==> config.mk <==
export PLATFORM = sky130hd
export DESIGN_NAME = oldest_first_arbiter
export DESIGN_NICKNAME = d
export VERILOG_FILES = /design/src/rtl/mesh_arb_pkg.sv /design/src/rtl/oldest_select.sv /design/src/rtl/oldest_first_arbiter.sv
export SDC_FILE = /design/constraint.sdc
export NUM_CORES = 1
export LEC_CHECK = 0
export ABC_AREA = 0
export CAP_MARGIN = 0
export CORE_MARGIN = 2
export CORE_UTILIZATION = 27
export DETAILED_ROUTE_END_ITERATION = 8
export HOLD_SLACK_MARGIN = 0.06
export PLACE_DENSITY = 0.56
export SLEW_MARGIN = 30
export SYNTH_ARGS = -nofsm -noshare
export SYNTH_HDL_FRONTEND = slang
export SYNTH_HIERARCHICAL = 1
export SYNTH_SLANG_ARGS = --single-unit
==> constraint.sdc <==
create_clock -name clk -period 16.8 [get_ports clk]
set_clock_uncertainty 0.2 [all_clocks]
set_input_delay 2.52 -clock clk [delete_from_list [all_inputs] [get_ports clk]]
set_output_delay 2.52 -clock clk [all_outputs]
set_load 0.005 [all_outputs]
==> src/rtl/mesh_arb_pkg.sv <==
// -----------------------------------------------------------------------------
// mesh_arb_pkg
// Shared definitions for the mesh router output-port arbiter:
//   - default parameter values (requester count, timestamp width, hold limit)
//   - arb_state_t FSM encoding
//   - port-index constants for the five mesh directions
//   - ptr_w(): pointer width helper that stays >= 1 for a single requester
// -----------------------------------------------------------------------------
package mesh_arb_pkg;

  localparam int N_REQ_DEF    = 5;
  localparam int TS_W_DEF     = 8;
  localparam int MAX_HOLD_DEF = 64;

  // Requester index assignment on a 5-port mesh router.
  localparam int PORT_N     = 0;
  localparam int PORT_E     = 1;
  localparam int PORT_S     = 2;
  localparam int PORT_W     = 3;
  localparam int PORT_LOCAL = 4;

  typedef enum logic {
    IDLE   = 1'b0,
    LOCKED = 1'b1
  } arb_state_t;

  // Width of an index into n entries; never zero so a 1-port build still
  // has a legal vector declaration.
  function automatic int ptr_w(input int n);
    return (n > 1) ? $clog2(n) : 1;
  endfunction

endpackage

==> src/rtl/oldest_select.sv <==
// -----------------------------------------------------------------------------
// oldest_select
// Combinational winner selection: among active requesters, pick the one with
// the smallest (unsigned) timestamp. Equal timestamps are resolved by scanning
// upward from rr_ptr with wrap-around.
// Ports:
//   req     in  N_REQ        active request per port
//   ts      in  N_REQ*TS_W   packed timestamps, port i at [i*TS_W +: TS_W]
//   rr_ptr  in  PTR_W        round-robin start index for tie resolution
//   winner  out N_REQ        one-hot winner, zero when req == 0
// -----------------------------------------------------------------------------
module oldest_select
  import mesh_arb_pkg::*;
#(
  parameter int N_REQ = N_REQ_DEF,
  parameter int TS_W  = TS_W_DEF,
  parameter int PTR_W = ptr_w(N_REQ_DEF)
) (
  input  logic [N_REQ-1:0]      req,
  input  logic [N_REQ*TS_W-1:0] ts,
  input  logic [PTR_W-1:0]      rr_ptr,
  output logic [N_REQ-1:0]      winner
);

  logic [TS_W-1:0]  min_ts;
  logic [N_REQ-1:0] tied;
  logic             found;
  int               idx;

  // Smallest timestamp among active requesters. Starting at all-ones is safe:
  // a requester whose timestamp is all-ones still matches in the tie vector.
  always_comb begin
    min_ts = '1;
    for (int i = 0; i < N_REQ; i++) begin
      if (req[i] && (ts[i*TS_W +: TS_W] < min_ts)) begin
        min_ts = ts[i*TS_W +: TS_W];
      end
    end
  end

  // Every active requester holding the minimum timestamp is a candidate.
  for (genvar gi = 0; gi < N_REQ; gi++) begin : g_tied
    assign tied[gi] = req[gi] && (ts[gi*TS_W +: TS_W] == min_ts);
  end

  // First candidate at or after rr_ptr, wrapping past the top index.
  always_comb begin
    winner = '0;
    found  = 1'b0;
    idx    = 0;
    for (int k = 0; k < N_REQ; k++) begin
      idx = (int'(rr_ptr) + k) % N_REQ;
      if (!found && tied[idx]) begin
        winner[idx] = 1'b1;
        found       = 1'b1;
      end
    end
  end

endmodule

==> src/rtl/oldest_first_arbiter.sv <==
// -----------------------------------------------------------------------------
// oldest_first_arbiter
// Packet-granular arbiter for one mesh output port. In IDLE it grants the
// oldest requester (smallest timestamp, round-robin on ties) and locks onto
// it until the packet's tail flit transfers, the holder drops its request,
// or the grant has been held MAX_HOLD cycles (forced release with a one-cycle
// timeout pulse). Every release returns to IDLE, giving one bubble cycle.
// Ports:
//   clk          in   clock, rising edge
//   reset        in   synchronous active-high reset
//   req          in   N_REQ       head flit present per port
//   ts           in   N_REQ*TS_W  head-packet timestamp per port (lower = older)
//   tail         in   N_REQ       head flit is the last of its packet
//   ready_out    in   downstream accepts a flit this cycle
//   grant        out  N_REQ       registered one-hot (or zero) grant
//   grant_valid  out  registered |grant
//   timeout      out  registered one-cycle pulse on forced release
// -----------------------------------------------------------------------------
module oldest_first_arbiter
  import mesh_arb_pkg::*;
#(
  parameter int N_REQ    = N_REQ_DEF,
  parameter int TS_W     = TS_W_DEF,
  parameter int MAX_HOLD = MAX_HOLD_DEF
) (
  input  logic                  clk,
  input  logic                  reset,
  input  logic [N_REQ-1:0]      req,
  input  logic [N_REQ*TS_W-1:0] ts,
  input  logic [N_REQ-1:0]      tail,
  input  logic                  ready_out,
  output logic [N_REQ-1:0]      grant,
  output logic                  grant_valid,
  output logic                  timeout
);

  localparam int PTR_W  = ptr_w(N_REQ);
  localparam int HOLD_W = $clog2(MAX_HOLD + 1);
  localparam logic [HOLD_W-1:0] HOLD_LAST = HOLD_W'(MAX_HOLD - 1);

  arb_state_t        state_q, state_d;
  logic [N_REQ-1:0]  grant_q, grant_d;
  logic              grant_valid_q;
  logic              timeout_q, timeout_d;
  logic [PTR_W-1:0]  rr_ptr_q, rr_ptr_d;
  logic [HOLD_W-1:0] hold_cnt_q, hold_cnt_d;

  logic [N_REQ-1:0]  winner;
  logic [PTR_W-1:0]  grant_idx;
  logic [PTR_W-1:0]  ptr_after_grant;
  logic              holder_req;
  logic              holder_tail;
  logic              transfer;
  logic              tail_release;
  logic              abort_release;
  logic              normal_release;
  logic              expire;

  oldest_select #(
    .N_REQ (N_REQ),
    .TS_W  (TS_W),
    .PTR_W (PTR_W)
  ) u_select (
    .req    (req),
    .ts     (ts),
    .rr_ptr (rr_ptr_q),
    .winner (winner)
  );

  // Index of the current holder (grant_q is one-hot while LOCKED).
  always_comb begin
    grant_idx = '0;
    for (int i = 0; i < N_REQ; i++) begin
      if (grant_q[i]) begin
        grant_idx = PTR_W'(i);
      end
    end
  end

  // Round-robin start moves to the port just after the releasing holder.
  always_comb begin
    if (int'(grant_idx) == N_REQ - 1) begin
      ptr_after_grant = '0;
    end else begin
      ptr_after_grant = grant_idx + PTR_W'(1);
    end
  end

  assign holder_req     = |(req & grant_q);
  assign holder_tail    = |(tail & grant_q);
  assign transfer       = holder_req & ready_out;
  assign tail_release   = transfer & holder_tail;
  assign abort_release  = ~holder_req;
  assign normal_release = tail_release | abort_release;
  // A normal release in the expiry cycle wins, so timeout stays low then.
  assign expire         = (hold_cnt_q == HOLD_LAST) & ~normal_release;

  always_comb begin
    state_d    = state_q;
    grant_d    = grant_q;
    rr_ptr_d   = rr_ptr_q;
    hold_cnt_d = hold_cnt_q;
    timeout_d  = 1'b0;
    case (state_q)
      IDLE: begin
        grant_d    = '0;
        hold_cnt_d = '0;
        if (|req) begin
          grant_d = winner;
          state_d = LOCKED;
        end
      end
      LOCKED: begin
        if (normal_release || expire) begin
          grant_d    = '0;
          state_d    = IDLE;
          rr_ptr_d   = ptr_after_grant;
          hold_cnt_d = '0;
          timeout_d  = expire;
        end else begin
          // Counts regardless of ready_out: backpressure uses up the budget.
          hold_cnt_d = hold_cnt_q + HOLD_W'(1);
        end
      end
      default: begin
        state_d    = IDLE;
        grant_d    = '0;
        hold_cnt_d = '0;
      end
    endcase
  end

  always_ff @(posedge clk) begin
    if (reset) begin
      state_q       <= IDLE;
      grant_q       <= '0;
      grant_valid_q <= 1'b0;
      timeout_q     <= 1'b0;
      rr_ptr_q      <= '0;
      hold_cnt_q    <= '0;
    end else begin
      state_q       <= state_d;
      grant_q       <= grant_d;
      grant_valid_q <= |grant_d;
      timeout_q     <= timeout_d;
      rr_ptr_q      <= rr_ptr_d;
      hold_cnt_q    <= hold_cnt_d;
    end
  end

  assign grant       = grant_q;
  assign grant_valid = grant_valid_q;
  assign timeout     = timeout_q;

endmodule

# == After elaboration in Yosys (flattened, before gate mapping) ==
# Cells that the tools add are included.
# op_classes
addsub,6
n_mul,0
n_div,5
order_cmp,15
eq_ne,7
shifts,0
muxes,52
n_bitwise,14
reduce_logical,30
# ops
op,count
"greater-or-equal comparator 32 x 1 -> 1 bit, second input constant",5
"less-than comparator 32 x 5 -> 1 bit, second input constant",5
"modulo 32 x 4 -> 32 bit, second input constant",4
== test 8 bit,5
two-way mux 8 bit,5
two-way mux 5 bit,7
less-than comparator 8 bit,4
"modulo 4 x 4 -> 32 bit, second input constant",1
two-way mux 1 bit,22
OR 5 bit,4
OR reduction 5 bit,4
logical AND 1 bit,19
binary-select mux 1 bit (select 3 bit),5
demux 1 bit (select 3 bit),5
case mux 7 bit (2 select lines),1
two-way mux 3 bit,4
AND 5 bit,2
case mux 5 bit (2 select lines),1
"adder 3 x 2 -> 4 bit, second input constant",2
"less-than comparator 8 bit, second input constant",1
"adder 7 x 1 -> 7 bit, second input constant",1
"== test 7 x 6 -> 1 bit, second input constant",1
two-way mux 7 bit,1
"adder 3 x 1 -> 4 bit, second input constant",1
11 further kinds,19
# totals
ff_bits,18
latch_bits,0
mem_bits_rw,0
romBits,0
inputBits,53
output_inout_bits,7
word_cells,135
mem_count,0

# == Depth between registers and ports, before layout ==
# logic_depth
word_depth,36
depth_mapped,52
ltp_nobuf,45

# == Cells and area by module ==
# The synthesis kept the hierarchy.
# by_module_without_submodules
module,instances,cells_each,area_each_um2,seq_area_each_um2
oldest_select,1,668,4534.3,0.0
oldest_first_arbiter,1,73,728.2,360.3

# == Worst setup path before layout ==
# Ideal clock, no wire load.
# synth_path
kind,input-to-reg
from,input port req[0]
to,"register grant_valid_q, in the netlist grant_valid"
setup_time_ps,116
arrival_ps,11914
required_time_ps,16484
path_slack_ps,4569
stages,48
n_path_buf,6
path_cell_list,clkbuf_1 -> nor2b_1 -> ha_1 -> a21oi_1 -> o2111ai_1 -> or2_0 -> buf_6 -> o21ai_0 -> o21ai_0 -> ha_1 -> and4_1 -> and2_1 -> o21ai_0 -> or4b_1 -> buf_2 -> nand2b_2 -> buf_4 -> mux2i_1 -> [12 not listed] -> a21o_1 -> a21oi_1 -> o21ai_0 -> o21a_1 -> o211ai_1 -> a21oi_1 -> clkbuf_1 -> nor3_1 -> o21ai_0 -> nor4b_1 -> nand2_1 -> a211oi_2 -> a211oi_2 -> a22oi_1 -> o2111ai_1 -> or4_1 -> o21ai_0 -> nand2_1
# synth_between
elab_chain_cells,35
word_cells_on_any_way,74
cone_classes,order compare (4); eq/ne (5); mux (32); bitwise (11); reduce/logical (22)
# synth_rtl
item,line,rtl
"start, declared",oldest_first_arbiter.sv:28,"input logic [N_REQ-1:0] req,"
logical AND 1 bit,oldest_select.sv:35,if (req[i] && (ts[i*TS_W +: TS_W] < min_ts)) begin
two-way mux 8 bit,oldest_select.sv:35,
less-than comparator 8 bit,oldest_select.sv:35,
logical AND 1 bit,oldest_select.sv:35,
two-way mux 8 bit,oldest_select.sv:35,
less-than comparator 8 bit,oldest_select.sv:35,
logical AND 1 bit,oldest_select.sv:35,
two-way mux 8 bit,oldest_select.sv:35,
[20 not listed],-,
two-way mux 1 bit,oldest_select.sv:53,if (!found && tied[idx]) begin
zero test 1 bit,oldest_select.sv:53,
logical AND 1 bit,oldest_select.sv:53,
two-way mux 5 bit (*),oldest_select.sv:53,
named net winner[1],oldest_first_arbiter.sv:48,logic [N_REQ-1:0] winner;
two-way mux 5 bit (*),oldest_first_arbiter.sv:108,if (|req) begin
case mux 5 bit (2 select lines) (*),oldest_first_arbiter.sv:104,case (state_q)
OR reduction 5 bit (*),oldest_first_arbiter.sv:144,grant_valid_q <= |grant_d;
"end signal, assigned",oldest_first_arbiter.sv:144,
"end, declared",oldest_first_arbiter.sv:43,logic grant_valid_q;
# The timed path passes the listed nets; every way through them passes the cells marked *. The select of a mux whose other input is x is not followed.
# A chain may end at the register's enable or synchronous reset.

# == Final worst setup path ==
# Same ends and word-level chain as after synthesis.

==> run metrics <==
status=complete, no violations; Cell Pwr Density=107 mW/mm²; startpoint types=input pin; post-cts sizing count=0; initial core utilization=27.3%; Switching Share=55.3%; Worst R2R Start=rr_ptr_q[0]; WHS Endpoint=hold_cnt_q[0]; CP dominant cell by count=o21ai_0; Top FF cell, synth=dfxtp_1; CTS tree=done; Placed Area=0.00605 mm²; gpl congestion=0.986; Critical Path RT=16.74 ns; clock buffer depth=2; Fmax achieved=67.5 MHz; vias=6172; CP max stage cell=clkdlybuf4s50_1; grt ovf=0; initial antenna violation count=0; Ports=60; Switching Power=363 µW; register area=360 µm²; number of flops mapped to enable cells by yosys=0; pin count of the biggest net entering global routing=32; period utilisation layout=88.2%; clock group share of total power=7.9%; Worst VDD drop=0.0448 mV; Layout Cells excl Fill=1042; Die ar.=0.0206 mm²; r2r setup slk=10.23 ns; critical path type=input pin to flip-flop; Port Buf Inserts=59; Layout Nets=884; routed length per instance=19.1 µm; slack of the critical path=1.98 ns; Slew HR=32.9%; Syn Std Cell Area=0.00526 mm²; Reg power frac=9.5%; proportion of power drawn by combinational gates=82.6%; vias in the first global route=5821; first-pass GRT wire length=31200 µm; post-synthesis async set-or-reset flop share=0%; total core area=0.0193 mm²; Final Cell Area=0.00614 mm²; worst min path class=flip-flop to flip-flop; die outline width=144 µm; max cap viols=0; hold_buf cts=0; Site Rows=51; Syn Nets=847; htree depth=1; number of diodes=0; top cell type by total area after synthesis=ha_1; RSZ-0062 raised after global routing=no; overall routing resource usage=18.9%; Filler cells=2075; synth unique cells=92; ANT nets after route=0; Final Util=31.9%; post-synth top area share=12.6%; layout cells sized above 1=6.05%; CTS clk-pin slew, worst paths=0.05 ns; Pre-Repair DR Iteration Count=8; post-synthesis sequential area ratio=6.85%; synth warn=6; worst hold path cell count=1; hold_sp=hold_cnt_q[0]; hpwl dp=15700 µm; Int Pwr=294 µW; Area contributors post-synth=ha_1, dfxtp_1, a21oi_1; Mapped Cells=741; Post-Place Cells=1038; multi-input logic area=0.00450 mm²; Worst path max stage delay=0.78 ns; Leakage=2.38 nW; Total Wirelength=19900 µm; DR vias/cell=5.92; hold_ws=0.246 ns; total setup buffers inserted after CTS=0; RR Endpoint=grant_valid; Die Ht=144 µm; # DRC=0; Total Power=657 µW; setup TNS=0 ns; Max Slew Vio Count=0; min Tclk post-route=14.82 ns; Synth Area per Inst=7.10 µm²; R2R cell count=25; initial DRC count=850; Root Buffer=clkbuf_16; clk sinks=18; total CTS buffers=3; clock latency on the worst-skew pair=0.25 ns; nature of the critical path endpoint=flip-flop; top fanout value on the critical path=21; Worst Max-Slew Pin Slew=1.01 ns; FF+latch count, synth=18; pre-CTS setup slack=2.14 ns; Syn-to-layout area delta=16.6%; Hold Vio Cnt, Final=0; CP arrival=14.76 ns; setup violators final=0
==> metal layers <==
metal  GRT usage (%)  vias up  part of all wire, %
met1            26.5     2859                   44
met3            1.27       50                  8.7
met4            6.86        0                  3.0
met5               0        -                    0
met2            30.3      337                   44
li1                -     2926                    -
==> cells in the final DEF (no fill, tap or decap), types with 6 or more instances in the layout <==
cell	n
o31ai_1	6
nor2b_1	13
nand4_1	17
clkdlybuf4s50_1	59
a221o_1	6
or3_1	6
dfxtp_1	18
nand3_1	20
ha_1	53
o211ai_1	19
a211oi_1	17
a22oi_1	10
a31oi_1	12
o21ai_0	33
inv_1	62
a222oi_1	7
o221ai_1	7
a22o_1	9
a21oi_1	50
xnor2_1	20
nand2b_1	17
o21a_1	7
nor2_1	54
a211o_1	7
nand2_1	51
nor3_1	29
o2111ai_1	13
xor2_1	11
and2_1	9
mux2i_1	7
==> critical path: cells and delay by family <==
| family | cells | cell delay, ns |
|---|---|---|
| adders and majority gates | 4 | 1.18 |
| AOI/OAI and AO/OA | 19 | 3.57 |
| muxes | 2 | 1.03 |
| buffers and inverters | 4 | 1.31 |
| and+or+nand+nor | 15 | 5.11 |
==> cell usage after synthesis, drive strengths merged, types with 5 or more instances <==
cell type / instances
a211o: 7
a211oi: 21
a21o: 5
a21oi: 52
a221o: 6
a222oi: 7
a22o: 9
a22oi: 10
a31oi: 12
and2: 9
and3: 5
and4: 5
buf: 16
clkbuf: 15
dfxtp: 18
ha: 53
inv: 63
mux2: 5
mux2i: 9
nand2: 51
nand2b: 18
nand3: 20
nand4: 17
nor2: 54
nor2b: 13
nor3: 29
nor3b: 5
nor4: 5
o2111ai: 13
o211ai: 20
o21a: 7
o21ai: 39
o221ai: 7
o31ai: 6
or2: 6
or3: 7
or4: 5
xnor2: 20
xor2: 11
==> power groups by stage <==
stage / sequential [mW] / combinational [mW] / clock, mW
after global placement: 0.0636 / 0.533 / 0
after floorplan: 0.0591 / 0.400 / 0
after detailed placement: 0.0634 / 0.528 / 0
after CTS: 0.0627 / 0.531 / 0.0524
after global routing: 0.0633 / 0.600 / 0.0550
final: 0.0622 / 0.543 / 0.0519
==> how the worst max path moves through the flow <==
stage                 from     endpoint  cells after the start
finish              req[0]  grant_valid                     44
global placement    req[0]  grant_valid                     44
detailed placement  req[0]  grant_valid                     44
global route        req[0]  grant_valid                     44
floorplan           req[0]  grant_valid                     48
CTS                 req[0]  grant_valid                     44
==> sequential cells by signal (all words and copies together) (netlist names) <==
signal / count
rr_ptr_q: 3
grant: 5
state_q: 1
timeout: 1
grant_valid: 1
hold_cnt_q: 7
==> area by class of cell <==
class	count	share of cell area [%]
Timing Repair Buffer	63	10.1
Sequential cell	18	5.87
Multi-Input combinational cell	629	73.3
Clock buffer	4	1.45
Inverter	63	3.85
Tap cell	265	5.40
==> logic make-up (layout without fill, tap and decap cells) <==
family,Yosys count,after routing,synth area share [%]
flops,18,18,6.85
simple gates,263,263,26.8
xor+xnor,31,31,5.16
buf+inv,94,130,7.73
compound gates,266,266,37.4
mux,14,14,3.07
fa+ha+maj,55,55,13.0
No activity file was read; power rests on OpenSTA's default activity.
